### src/rtl/mips_pkg.sv
// mips_pkg: shared types and byte-enable constants for the memory access unit
package mips_pkg;
  typedef enum logic [1:0] {SZ_BYTE, SZ_HALF, SZ_WORD} mem_size_t;
  typedef enum logic [1:0] {IDLE, REQ, DONE, FAULT} mau_state_t;
  localparam logic [3:0] BE_BYTE0   = 4'b0001;
  localparam logic [3:0] BE_HALF_LO = 4'b0011;
  localparam logic [3:0] BE_HALF_HI = 4'b1100;
  localparam logic [3:0] BE_WORD    = 4'b1111;
endpackage

### src/rtl/mips_mem_lane_align.sv
// mips_mem_lane_align: byte-lane steering, alignment check and load extract/extend
module mips_mem_lane_align
  import mips_pkg::*;
(
  input  logic [1:0]  size_i,
  input  logic        sgn_i,
  input  logic [1:0]  off_i,
  input  logic [31:0] wdata_i,
  input  logic [31:0] rdata_i,
  output logic [3:0]  be_o,
  output logic [31:0] wdata_o,
  output logic [31:0] rdata_o,
  output logic        bad_o
);
  logic [7:0]  b;
  logic [15:0] h;
  always_comb begin
    b       = rdata_i[{off_i, 3'b000} +: 8];
    h       = rdata_i[{off_i[1], 4'b0000} +: 16];
    be_o    = size_i == SZ_BYTE ? BE_BYTE0 << off_i :
              size_i == SZ_HALF ? (off_i[1] ? BE_HALF_HI : BE_HALF_LO) :
              size_i == SZ_WORD ? BE_WORD : 4'b0000;
    wdata_o = size_i == SZ_BYTE ? {4{wdata_i[7:0]}} :
              size_i == SZ_HALF ? {2{wdata_i[15:0]}} : wdata_i;
    rdata_o = size_i == SZ_BYTE ? {{24{sgn_i & b[7]}}, b} :
              size_i == SZ_HALF ? {{16{sgn_i & h[15]}}, h} : rdata_i;
    bad_o   = (size_i == 2'd3) | (size_i == SZ_HALF & off_i[0]) | (size_i == SZ_WORD & |off_i);
  end
endmodule

### src/rtl/mips_mem_access_unit.sv
// mips_mem_access_unit: turns MemRead/MemWrite requests into one waitrequest bus transaction
module mips_mem_access_unit
  import mips_pkg::*;
#(
  parameter int unsigned TIMEOUT_CYCLES = 256
) (
  input  logic        clk,
  input  logic        reset,
  input  logic        mem_read,
  input  logic        mem_write,
  input  logic [1:0]  mem_size,
  input  logic        mem_signed,
  input  logic [31:0] addr,
  input  logic [31:0] wdata,
  output logic [31:0] rdata,
  output logic        ack,
  output logic        err,
  output logic        stall,
  output logic [31:0] bus_address,
  output logic        bus_read,
  output logic        bus_write,
  output logic [3:0]  bus_byteenable,
  output logic [31:0] bus_writedata,
  input  logic        bus_waitrequest,
  input  logic [31:0] bus_readdata
);
  mau_state_t  state_q, state_d;
  logic [31:0] addr_q, addr_d, wdata_q, wdata_d, rdata_q, rdata_d, cnt_q, cnt_d;
  logic [1:0]  size_q, size_d;
  logic        sgn_q, sgn_d, wr_q, wr_d;
  logic        idle, in_req, bad;
  logic [3:0]  be;
  logic [31:0] wd_steer, ld;
  assign idle   = state_q == IDLE;
  assign in_req = state_q == REQ;
  // Live request fields drive the aligner in IDLE (legality), captured ones in REQ (steering/extract).
  mips_mem_lane_align u_align (
    .size_i  (idle ? mem_size : size_q),
    .sgn_i   (idle ? mem_signed : sgn_q),
    .off_i   (idle ? addr[1:0] : addr_q[1:0]),
    .wdata_i (wdata_q),
    .rdata_i (bus_readdata),
    .be_o    (be),
    .wdata_o (wd_steer),
    .rdata_o (ld),
    .bad_o   (bad)
  );
  always_comb begin
    state_d = state_q;
    addr_d  = addr_q;
    wdata_d = wdata_q;
    rdata_d = rdata_q;
    cnt_d   = cnt_q;
    size_d  = size_q;
    sgn_d   = sgn_q;
    wr_d    = wr_q;
    unique case (state_q)
      IDLE: if (mem_read | mem_write) begin
        if (bad | (mem_read & mem_write)) state_d = FAULT;
        else begin
          state_d = REQ;
          addr_d  = addr;
          wdata_d = wdata;
          size_d  = mem_size;
          sgn_d   = mem_signed;
          wr_d    = mem_write;
          cnt_d   = '0;
        end
      end
      REQ: if (!bus_waitrequest) begin
        state_d = DONE;
        rdata_d = wr_q ? '0 : ld;
      end else begin
        cnt_d = cnt_q + 32'd1;
        if (TIMEOUT_CYCLES != 0 && cnt_d == TIMEOUT_CYCLES) state_d = FAULT;
      end
      default: state_d = IDLE;
    endcase
  end
  always_ff @(posedge clk) begin
    if (!reset) begin
      state_q <= IDLE;
      addr_q  <= '0;
      wdata_q <= '0;
      rdata_q <= '0;
      cnt_q   <= '0;
      size_q  <= '0;
      sgn_q   <= 1'b0;
      wr_q    <= 1'b0;
    end else begin
      state_q <= state_d;
      addr_q  <= addr_d;
      wdata_q <= wdata_d;
      rdata_q <= rdata_d;
      cnt_q   <= cnt_d;
      size_q  <= size_d;
      sgn_q   <= sgn_d;
      wr_q    <= wr_d;
    end
  end
  assign rdata          = rdata_q;
  assign ack            = state_q == DONE;
  assign err            = state_q == FAULT;
  assign stall          = idle ? (mem_read | mem_write) : in_req;
  assign bus_read       = in_req & ~wr_q;
  assign bus_write      = in_req & wr_q;
  assign bus_address    = in_req ? {addr_q[31:2], 2'b00} : '0;
  assign bus_byteenable = in_req ? be : '0;
  assign bus_writedata  = in_req ? wd_steer : '0;
endmodule
### config.mk
export PLATFORM = sky130hd
export DESIGN_NAME = mips_mem_access_unit
export DESIGN_NICKNAME = d
export VERILOG_FILES = /design/src/rtl/mips_pkg.sv /design/src/rtl/mips_mem_lane_align.sv /design/src/rtl/mips_mem_access_unit.sv
export SDC_FILE = /design/constraint.sdc
export NUM_CORES = 1
export LEC_CHECK = 0
export BUFFER_PORTS_ARGS = -buffer_cell sky130_fd_sc_hd__buf_2
export CELL_PAD_IN_SITES_DETAIL_PLACEMENT = 2
export CELL_PAD_IN_SITES_GLOBAL_PLACEMENT = 2
export CORE_MARGIN = 5
export CORE_UTILIZATION = 31
export DETAILED_ROUTE_END_ITERATION = 8
export GPL_TIMING_DRIVEN = 0
export MAX_ROUTING_LAYER = met4
export PLACE_DENSITY_LB_ADDON = 0.1
export SLEW_MARGIN = 5
export SYNTH_ARGS = -nofsm -noshare
export SYNTH_HDL_FRONTEND = slang
export SYNTH_SLANG_ARGS = --single-unit
### constraint.sdc
create_clock -name clk -period 4 [get_ports clk]
set_input_delay 0.4 -clock clk [delete_from_list [all_inputs] [get_ports clk]]
set_output_delay 0.4 -clock clk [all_outputs]
set_load 0.005 [all_outputs]
==> results.txt, run 1 <==
Post-layout instance count excluding filler cells = 1,578
GRT Resource Usage Total = 24.22%
Sum of net half-perimeters after detailed placement = 24,110 um
Initial antenna violation count = 9
Cells after Synth = 1,010
Via count of the first global-routing pass = 8,927
Number of nets in the final layout = 1,342
Cells taking the most area after synthesis = sky130_fd_sc_hd__dfxtp_1, sky130_fd_sc_hd__nand2_1, sky130_fd_sc_hd__a21oi_1
Num CTS Buffers = 17
# IOs = 209
Number of flops mapped to enable cells by yosys = 0
Clock insertion delay at the later pin of the skew report = 430 ps
Site Rows = 56
Count of vias placed by the detailed router = 8,258
Pin slew with the least headroom to its limit = 961.8 ps
CTS sink cnt = 134
Sequential-to-total area share from yosys stat = 36.12%
Remaining DRCs = 0
Synth top area share = 36.12%
CP Data Required Time = 3600 ps
WP data arrival = 3010 ps
Ratio of cells with drive above 1 in the final layout = 23.62%
Final total negative setup slack = 0 ps
Number of fillers in the final layout = 2,885
Per-instance average area after synthesis = 7.354 um^2
Maximum buffer depth of the clock tree = 2
Largest net degree at the start of global routing = 17
Global routing's busiest layer = met2
Number of distinct library cells after synthesis = 67
Post-DR vias/cell = 5.233
Port buffer count = 206
Clock tree from TritonCTS = built
Register bit count reported by yosys = 134
Hold Crit Class = primary input to flip-flop
Die Span X = 164.8 um
Avg WL per Cell = 20.33 um
Async set-or-reset flop fraction in the synthesized netlist = 0%
Worst slew margin relative to its limit = 35.64%
Clock-pin slew on the worst setup and hold paths = 70 ps
Setup repair after global routing missed its margin = no
Result of the run = complete, no violations
Post-Place Worst Slack = 957.7 ps
Total cell area at the placement stage = 8861 um^2
Dominant cell type by area after synthesis = sky130_fd_sc_hd__dfxtp_1
Post-route minimum period = 3408 ps
Synth Warn # = 0
Number of H-tree levels = 4
Setup Skew = 10.79 ps
GR met2 Demand/Resource = 40.35%
Area growth from synthesis to layout = 28.07%
Library cell used as clock root buffer = sky130_fd_sc_hd__clkbuf_16
Sort of element at the end of the critical path = output pin
Global-route wire length before repair = 49,770 um
Maximum net fanout on the critical path = 10
Full die area = 27,150 um^2
Hold-fix buffers, CTS = 0
Hold Violations, Final = 0
First-pass DRT Iterations = 5
Number of violations reported at the end of detailed-routing iteration 0 = 342
Final count of negative-setup-slack endpoints = 0
PnR worst setup slack = 592.2 ps
Static leakage = 3.831 nW
Routed WL = 32,080 um
Peak VDD IR = 0.0002336 V
Number of max-slew violations in the final report = 0
Netlist area before placement = 7427 um^2
Global-route track usage on met3 = 5.191%
Max_cap viols = 0
Final worst path period share = 85.20%
Fin area = 9512 um^2
Number of post-CTS setup repair buffers = 0
Startpoint-to-endpoint class of the critical path = flip-flop to output pin
Remaining number of nets flagged by the antenna check after routing = 0
Met1 layer usage reported by global route = 30.34%
Die outline height = 164.8 um
Timing-limited maximum frequency = 293.4 MHz
Starting density of the core = 31.55%
Power density over the cells = 448.0 nW/um^2
RePlAce Congestion = 0.8247
Remaining Overflow, GRT = 0
Startpoint Class = flip-flop
Placed Cells = 1,536
Gates resized, CTS repair = 0
Most used DFF post-synth = sky130_fd_sc_hd__dfxtp_1
Area of the placeable core = 23,540 um^2
Worst slack on hold paths = 203.2 ps
cell families after synthesis:
group           after synthesis  synth area share (%)
compound gates              264                 22.36
other cells                   1               0.05049
xor+xnor                     19                 2.241
simple gates                472                 29.84
flops                       134                 36.12
fa+ha+maj                     2                0.3369
mux                          26                 3.656
buf+inv                      92                 5.407
worst paths after layout:
kind         slack, ps               startpoint                       to  depth (start not counted)
max reg2reg        950    cnt_q[0]$_SDFFE_PN0P_  state_q[1]$_SDFFE_PN0P_                          9
min                200                 addr[21]  addr_q[21]$_SDFFE_PN0P_                          3
max                590  state_q[0]$_SDFFE_PN0P_        bus_writedata[14]                          8
min reg2reg        450   rdata[22]$_SDFFE_PN0P_   rdata[22]$_SDFFE_PN0P_                          2
state kept, by name, summed over array words and instances, names as in the netlist:
register,flops
wdata_q,32
cnt_q,32
size_q,2
addr_q,32
wr_q,1
state_q,2
rdata,32
sgn_q,1
through the flow:
stage,total power [mW],util [%]
final,4.261,40.40
after global routing,4.470,40.39
after CTS,4.296,40.30
after detailed placement,2.563,37.64
after global placement,2.533,37.64
after floorplan,2.124,-
Yosys cell counts (5+ instances only):
cell type                    n
sky130_fd_sc_hd__a311oi_1   11
sky130_fd_sc_hd__and2_1     45
sky130_fd_sc_hd__a211oi_1   14
sky130_fd_sc_hd__or4_1       5
sky130_fd_sc_hd__xnor2_1    12
sky130_fd_sc_hd__mux2i_1    17
sky130_fd_sc_hd__nand3_1    27
sky130_fd_sc_hd__and3_1     15
sky130_fd_sc_hd__a21boi_0   44
sky130_fd_sc_hd__nand2_1   253
sky130_fd_sc_hd__mux2_2      7
sky130_fd_sc_hd__a21oi_1    99
sky130_fd_sc_hd__buf_2      15
sky130_fd_sc_hd__inv_1       6
sky130_fd_sc_hd__nor2_1     58
sky130_fd_sc_hd__xor2_1      7
sky130_fd_sc_hd__a31oi_1    18
sky130_fd_sc_hd__nand4_1    13
sky130_fd_sc_hd__clkbuf_1   58
sky130_fd_sc_hd__dfxtp_1   134
sky130_fd_sc_hd__o21ai_0    43
sky130_fd_sc_hd__nor4_1      5
sky130_fd_sc_hd__o21bai_1   13
sky130_fd_sc_hd__nor3_1     12
sky130_fd_sc_hd__or3_1       5
where the power goes:
part	leakage (nW)	internal [mW]	switching [mW]	total, mW
Sequential	1.09	1.44	0.0764	1.52
Clock	0.301	1.02	0.706	1.73
Combinational	2.44	0.332	0.688	1.02
Total	3.83	2.79	1.47	4.26
cells in the final DEF (no fill, tap or decap), types with 4 or more instances in the layout:
cell type and count:
sky130_fd_sc_hd__a211oi_1 14, sky130_fd_sc_hd__a21boi_0 44, sky130_fd_sc_hd__a21oi_1 99, sky130_fd_sc_hd__a311oi_1 11
sky130_fd_sc_hd__a31oi_1 18, sky130_fd_sc_hd__and2_1 45, sky130_fd_sc_hd__and3_1 15, sky130_fd_sc_hd__buf_2 221
sky130_fd_sc_hd__clkbuf_1 58, sky130_fd_sc_hd__clkbuf_16 17, sky130_fd_sc_hd__dfxtp_1 134, sky130_fd_sc_hd__diode_2 10
sky130_fd_sc_hd__inv_1 6, sky130_fd_sc_hd__inv_6 7, sky130_fd_sc_hd__mux2_2 7, sky130_fd_sc_hd__mux2i_1 17
sky130_fd_sc_hd__nand2_1 253, sky130_fd_sc_hd__nand3_1 27, sky130_fd_sc_hd__nand4_1 13, sky130_fd_sc_hd__nor2_1 58
sky130_fd_sc_hd__nor3_1 12, sky130_fd_sc_hd__nor4_1 5, sky130_fd_sc_hd__o21ai_0 43, sky130_fd_sc_hd__o21ai_1 4
sky130_fd_sc_hd__o21bai_1 13, sky130_fd_sc_hd__o31ai_1 4, sky130_fd_sc_hd__or2_2 4, sky130_fd_sc_hd__or3_1 5
sky130_fd_sc_hd__or4_1 5, sky130_fd_sc_hd__xnor2_1 12, sky130_fd_sc_hd__xor2_1 7
final cells by class:
type                            instances  area, um^2  share of cell area, %
Multi-Input combinational cell        785        4347                  45.70
Sequential cell                       134        2683                  28.20
Timing Repair Buffer                  206        1031                  10.84
Clock buffer                           18       439.2                  4.617
Tap cell                              319       399.1                  4.196
Buffer                                 85       375.4                  3.946
Clock inverter                         14       186.4                  1.960
Inverter                                7       26.28                 0.2762
Antenna cell                           10       25.02                 0.2631
worst max-delay path, stage by stage (launching register included):
cell	delay, ps
sky130_fd_sc_hd__dfxtp_1	360
sky130_fd_sc_hd__buf_6	160
sky130_fd_sc_hd__o21ai_1	360
sky130_fd_sc_hd__nand2_1	250
sky130_fd_sc_hd__nor2_1	530
sky130_fd_sc_hd__clkbuf_1	470
sky130_fd_sc_hd__nand2_1	110
sky130_fd_sc_hd__a21oi_1	200
sky130_fd_sc_hd__buf_2	150
metal layers:
layer / share of wire [%] / up-vias
met5: 0 / -
met4: 1.6 / 0
met3: 5.6 / 34
met2: 48 / 212
met1: 45 / 4065
li1: - / 3947
No activity file was read; power rests on OpenSTA's default activity.
==> run 2, diff against run 1 <==
--- a/config.mk
+++ b/config.mk
@@ -9,7 +9,7 @@
 export CELL_PAD_IN_SITES_DETAIL_PLACEMENT = 2
 export CELL_PAD_IN_SITES_GLOBAL_PLACEMENT = 2
 export CORE_MARGIN = 5
-export CORE_UTILIZATION = 31
+export CORE_UTILIZATION = 29
 export DETAILED_ROUTE_END_ITERATION = 8
 export GPL_TIMING_DRIVEN = 0
 export MAX_ROUTING_LAYER = met4
==> constraint.sdc (replaced) <==
create_clock -name clk -period 3.69 [get_ports clk]
set_input_delay 0.369 -clock clk [delete_from_list [all_inputs] [get_ports clk]]
set_output_delay 0.369 -clock clk [all_outputs]
set_load 0.005 [all_outputs]
==> results.txt, run 2 (synthesis results as in run 1) <==
Commonest cells after routing, fill and taps aside = sky130_fd_sc_hd__nand2_1, sky130_fd_sc_hd__buf_2, sky130_fd_sc_hd__dfxtp_1, sky130_fd_sc_hd__a21oi_1
Gates resized, CTS repair = 0 (unchanged)
Num CTS Buffers = 17 (unchanged)
Avg WL per Cell = 20.36 um (+0.16%)
Remaining number of nets flagged by the antenna check after routing = 0 (unchanged)
Library cell used as clock root buffer = sky130_fd_sc_hd__clkbuf_16
Final worst path period share = 92.99%
Timing-limited maximum frequency = 291.4 MHz
# IOs = 209 (unchanged)
Post-route minimum period = 3431 ps
Startpoint Class = flip-flop
Max_cap viols = 0 (unchanged)
Largest net degree at the start of global routing = 17 (unchanged)
Most common cell after layout, fill and taps aside = sky130_fd_sc_hd__nand2_1
Sort of element at the end of the critical path = output pin
PnR worst setup slack = 258.7 ps (-333.5 ps)
Port buffer count = 206 (unchanged)
Post-DR vias/cell = 5.162 (-1.4%)
Worst slack on hold paths = 173.3 ps (-29.91 ps)
Count of vias placed by the detailed router = 8,192 (-0.80%)
Highest-delay cell along the critical path = sky130_fd_sc_hd__nor2_1
Via count of the first global-routing pass = 8,912 (-0.17%)
Total cell area at the placement stage = 8875 um^2 (+0.16%)
Power density over the cells = 483.3 nW/um^2 (+7.9%)
Number of max-slew violations in the final report = 0 (unchanged)
RePlAce Congestion = 0.8432 (+2.2%)
Number of violations reported at the end of detailed-routing iteration 0 = 321 (-6.1%)
Ratio of cells with drive above 1 in the final layout = 23.62% (unchanged)
Remaining DRCs = 0 (unchanged)
Result of the run = complete, no violations
Number of nets in the final layout = 1,342 (unchanged)
CTS sink cnt = 134 (unchanged)
Number of post-CTS setup repair buffers = 0 (unchanged)
Setup Skew = 10.98 ps (+0.1881 ps)
Setup repair after global routing missed its margin = no
Peak VDD IR = 0.0002096 V (-10%)
Fin area = 9514 um^2 (about the same)
Critical path cell sequence = buf_6 -> o21ai_1 -> nand2_1 -> nor2_1 -> clkbuf_1 -> nand2_1 -> a21oi_1 -> buf_2
Routed WL = 32,320 um (+0.73%)
Hold Crit Class = primary input to flip-flop
Number of fillers in the final layout = 3,065 (+6.2%)
Die outline height = 170.0 um (+3.2%)
Area of the placeable core = 25,180 um^2 (+7.0%)
Static leakage = 3.829 nW (about the same)
Pin slew with the least headroom to its limit = 1027 ps (+65.45 ps)
Full die area = 28,910 um^2 (+6.5%)
Site Rows = 58 (+3.6%)
WP data arrival = 3060 ps (+50 ps)
Maximum buffer depth of the clock tree = 2 (unchanged)
Hold Violations, Final = 0 (unchanged)
GRT Resource Usage Total = 22.83% (-1.4 points)
Number of H-tree levels = 4 (unchanged)
Most numerous cell on the critical path = sky130_fd_sc_hd__nand2_1
CP Data Required Time = 3320 ps (-280 ps)
Clock-pin slew on the worst setup and hold paths = 70 ps (about the same)
Maximum net fanout on the critical path = 10 (unchanged)
Sum of net half-perimeters after detailed placement = 24,470 um (+1.5%)
Startpoint-to-endpoint class of the critical path = flip-flop to output pin
Initial antenna violation count = 7 (-2)
Area growth from synthesis to layout = 28.10% (about the same)
Clock insertion delay at the later pin of the skew report = 430 ps (about the same)
Largest stage delay, worst path = 560 ps (+30 ps)
Final count of negative-setup-slack endpoints = 0 (unchanged)
Final total negative setup slack = 0 ps (unchanged)
First-pass DRT Iterations = 4 (-1)
Post-Place Worst Slack = 622.4 ps (-335.3 ps)
Hold-fix buffers, CTS = 0 (unchanged)
Worst slew margin relative to its limit = 31.26% (-4.4 points)
Remaining Overflow, GRT = 0 (unchanged)
Starting density of the core = 29.49% (-2.1 points)
Clock tree from TritonCTS = built
Die Span X = 170.0 um (+3.2%)
Global-route wire length before repair = 50,210 um (+0.89%)
## run 2: cell count changes in the layout (fill, tap and decap cells not counted)
cell and delta:
sky130_fd_sc_hd__inv_8 +1, sky130_fd_sc_hd__inv_6 -2, sky130_fd_sc_hd__clkinv_2 +1, sky130_fd_sc_hd__diode_2 -2, sky130_fd_sc_hd__clkinv_4 +1, sky130_fd_sc_hd__clkbuf_8 -1
## run 2: critical path: cells and delay by family, from the launching register on
kind | cells | cell delay (ps)
flops | 1 | 350
buf+inv | 3 | 770
compound gates | 2 | 570
simple gates | 3 | 940
## run 2: final timing paths
path | startpoint | end | slack (ps) | cells after the start
max | state_q[0]$_SDFFE_PN0P_ | bus_writedata[15] | 260 | 8
min | addr[16] | addr_q[16]$_SDFFE_PN0P_ | 170 | 3
max reg2reg | cnt_q[0]$_SDFFE_PN0P_ | state_q[1]$_SDFFE_PN0P_ | 640 | 9
min reg2reg | rdata[27]$_SDFFE_PN0P_ | rdata[27]$_SDFFE_PN0P_ | 450 | 2
## run 2: layout make-up
type	instances	area, um^2	share of cell area [%]
Inverter	7	26.28	0.2762
Clock inverter	15	193.9	2.038
Tap cell	330	412.9	4.340
Antenna cell	8	20.02	0.2104
Buffer	85	375.4	3.945
Timing Repair Buffer	206	1031	10.84
Clock buffer	17	425.4	4.471
Multi-Input combinational cell	785	4347	45.69
Sequential cell	134	2683	28.20
## run 2: metal layers
metal	global-route usage, %	vias up	part of all wire [%]
li1	-	3941	-
met1	28.85	4063	47
met2	37.75	163	47
met3	5.366	25	5.0
met4	4.201	0	0.94
met5	-	-	0
## run 2: through the flow
stage / utilization, % / cells / total power, mW
final: 37.78 / 1587 / 4.598
after global routing: 37.77 / 1586 / 4.831
after CTS: 37.70 / 1579 / 4.653
after detailed placement: 35.24 / 1547 / 2.785
after global placement: 35.24 / 1547 / 2.756
after floorplan: - / 1011 / 2.303
## run 2: power by group
group / leakage, nW / internal [mW] / switching [mW]
clock: 0.299 / 1.08 / 0.766
combinational: 2.44 / 0.360 / 0.744
sequential: 1.09 / 1.56 / 0.0826
total: 3.83 / 3.01 / 1.59
==> run 3, diff against run 2 <==
--- a/config.mk
+++ b/config.mk
@@ -14,6 +14,7 @@
 export GPL_TIMING_DRIVEN = 0
 export MAX_ROUTING_LAYER = met4
 export PLACE_DENSITY_LB_ADDON = 0.1
+export RECOVER_POWER = 50
 export SLEW_MARGIN = 5
 export SYNTH_ARGS = -nofsm -noshare
 export SYNTH_HDL_FRONTEND = slang
==> results.txt, run 3 (synthesis results as in run 1) <==
Result of the run = complete, no violations
Library cell used as clock root buffer = sky130_fd_sc_hd__clkbuf_16
Timing-limited maximum frequency = 289.5 MHz (-0.65%)
Total buffers and inverters traversed by the critical path = 4 (+1)
Setup repair after global routing missed its margin = no
Max_cap viols = 0 (unchanged)
Clock insertion delay at the later pin of the skew report = 430 ps (about the same)
Routed WL = 32,280 um (about the same)
Total Power = 4.579 mW (-0.42%)
Peak VDD IR = 0.0002108 V (+0.56%)
CTS sink cnt = 134 (unchanged)
Post-route minimum period = 3454 ps (+22.55 ps)
Count of vias placed by the detailed router = 8,143 (-0.60%)
Hold Violations, Final = 0 (unchanged)
Hold-fix buffers, CTS = 0 (unchanged)
# IOs = 209 (unchanged)
Final count of negative-setup-slack endpoints = 0 (unchanged)
Sort of element at the end of the critical path = output pin
Startpoint-to-endpoint class of the critical path = flip-flop to output pin
Remaining Overflow, GRT = 0 (unchanged)
Full die area = 28,910 um^2 (unchanged)
Setup Skew = 11.25 ps (+0.2708 ps)
Highest-delay cell along the critical path = sky130_fd_sc_hd__nor2_1
Post-DR vias/cell = 5.131 (-0.60%)
Top cell family by delay on the critical path = buffers and inverters
Area growth from synthesis to layout = 26.97%
Remaining number of nets flagged by the antenna check after routing = 0 (unchanged)
WP data arrival = 3080 ps (+20 ps)
Clock tree from TritonCTS = built
Total cell area at the placement stage = 8875 um^2 (unchanged)
RePlAce Congestion = 0.8432 (unchanged)
Final core area utilization = 37.45% (-0.33 points)
Worst slew margin relative to its limit = 9.205% (-22 points)
Power density over the cells = 485.5 nW/um^2 (+0.46%)
Pin slew with the least headroom to its limit = 1352 ps (+324.2 ps)
Avg WL per Cell = 20.34 um (about the same)
Clock-pin slew on the worst setup and hold paths = 70 ps (about the same)
Ratio of cells with drive above 1 in the final layout = 20.34% (-3.3 points)
Die outline height = 170.0 um (unchanged)
Most common cell after layout, fill and taps aside = sky130_fd_sc_hd__nand2_1
Starting density of the core = 29.49% (unchanged)
Site Rows = 58 (unchanged)
Maximum buffer depth of the clock tree = 2 (unchanged)
Static leakage = 3.652 nW (-4.6%)
Fin area = 9430 um^2 (-0.88%)
Hold Crit Class = primary input to flip-flop
Commonest cells after routing, fill and taps aside = sky130_fd_sc_hd__nand2_1, sky130_fd_sc_hd__buf_2, sky130_fd_sc_hd__dfxtp_1, sky130_fd_sc_hd__a21oi_1, sky130_fd_sc_hd__clkbuf_1
Port buffer count = 206 (unchanged)
Final worst path period share = 93.60% (+0.61 points)
Area of the placeable core = 25,180 um^2 (unchanged)
Remaining DRCs = 0 (unchanged)
First-pass DRT Iterations = 4 (unchanged)
Die Span X = 170.0 um (unchanged)
Number of H-tree levels = 4 (unchanged)
Sum of net half-perimeters after detailed placement = 24,470 um (unchanged)
Worst slack on hold paths = 171.7 ps (-1.641 ps)
Number of violations reported at the end of detailed-routing iteration 0 = 328 (+2.2%)
Global-route wire length before repair = 50,210 um (unchanged)
Critical path cell sequence = buf_6 -> inv_1 -> nor2_1 -> clkbuf_1 -> o21ai_0 -> a21oi_1 -> buf_2
GRT Resource Usage Total = 22.83% (unchanged)
Gates resized, CTS repair = 0 (unchanged)
Maximum net fanout on the critical path = 10 (unchanged)
Largest stage delay, worst path = 600 ps (+40 ps)
Final total negative setup slack = 0 ps (unchanged)
Initial antenna violation count = 7 (unchanged)
Number of max-slew violations in the final report = 0 (unchanged)
Number of nets in the final layout = 1,342 (unchanged)
Number of post-CTS setup repair buffers = 0 (unchanged)
Startpoint Class = flip-flop
Via count of the first global-routing pass = 8,912 (unchanged)
Num CTS Buffers = 17 (unchanged)
Largest net degree at the start of global routing = 17 (unchanged)
CP Data Required Time = 3320 ps (about the same)
-- run 3: cell types whose count changed in the layout (fill, tap and decap cells not counted), moves of 29 or more --
cell and change:
sky130_fd_sc_hd__clkbuf_1 +37, sky130_fd_sc_hd__buf_2 -34, sky130_fd_sc_hd__and2_0 +29, sky130_fd_sc_hd__and2_1 -29
-- run 3: final cells by class --
type | count | area (um^2)
plain buffers | 85 | 357.8
repair buffers | 206 | 993.5
diodes | 8 | 20.02
fillers | 3080 | 15750
well taps | 330 | 412.9
inverters | 7 | 26.28
flip-flops and latches | 134 | 2683
multi-input cells | 785 | 4318
clock inverters | 15 | 193.9
clock buffers | 17 | 425.4
-- run 3: path summary, 6_finish.rpt --
| check | from | endpoint | slack (ps) | cells past startpoint |
|---|---|---|---|---|
| max | state_q[0]$_SDFFE_PN0P_ | bus_byteenable[2] | 240 | 7 |
| min | addr[16] | addr_q[16]$_SDFFE_PN0P_ | 170 | 3 |
| max reg2reg | state_q[0]$_SDFFE_PN0P_ | rdata[3]$_SDFFE_PN0P_ | 240 | 9 |
| min reg2reg | rdata[27]$_SDFFE_PN0P_ | rdata[27]$_SDFFE_PN0P_ | 450 | 2 |
-- run 3: metal layers --
layer,up-vias,routed length [um],part of all wire (%),global-route usage (%)
met5,-,0,0,-
met4,0,308,0.95,4.201
met3,20,1551,4.8,5.366
met2,158,15340,48,37.75
met1,4026,15080,47,28.85
li1,3939,-,-,-
-- run 3: power breakdown --
group          switching (mW)  internal, mW  leakage (nW)  total [mW]
Sequential             0.0820          1.56          1.09        1.64
Combinational           0.736         0.346          2.26        1.08
Clock                   0.769          1.08         0.299        1.85
Total                    1.59          2.99          3.65        4.58
-- run 3: per-stage QoR --
stage | instances | setup WS [ps]
detailed placement | 1547 | 622.4
global route | 1586 | 73.74
floorplan | 1011 | 1270
finish | 1587 | 236.1
global placement | 1547 | 661.9
CTS | 1579 | 241.1
-- run 3: worst reg2reg max path: stages (launching register included) --
cell                       delay, ps
sky130_fd_sc_hd__dfxtp_1         350
sky130_fd_sc_hd__buf_6           160
sky130_fd_sc_hd__o21ai_1         350
sky130_fd_sc_hd__nand2_1         220
sky130_fd_sc_hd__nor3_1         1110
sky130_fd_sc_hd__clkbuf_2        500
sky130_fd_sc_hd__mux2i_1         230
sky130_fd_sc_hd__nor2_1           50
sky130_fd_sc_hd__o21ai_0         240
sky130_fd_sc_hd__a21oi_1         100
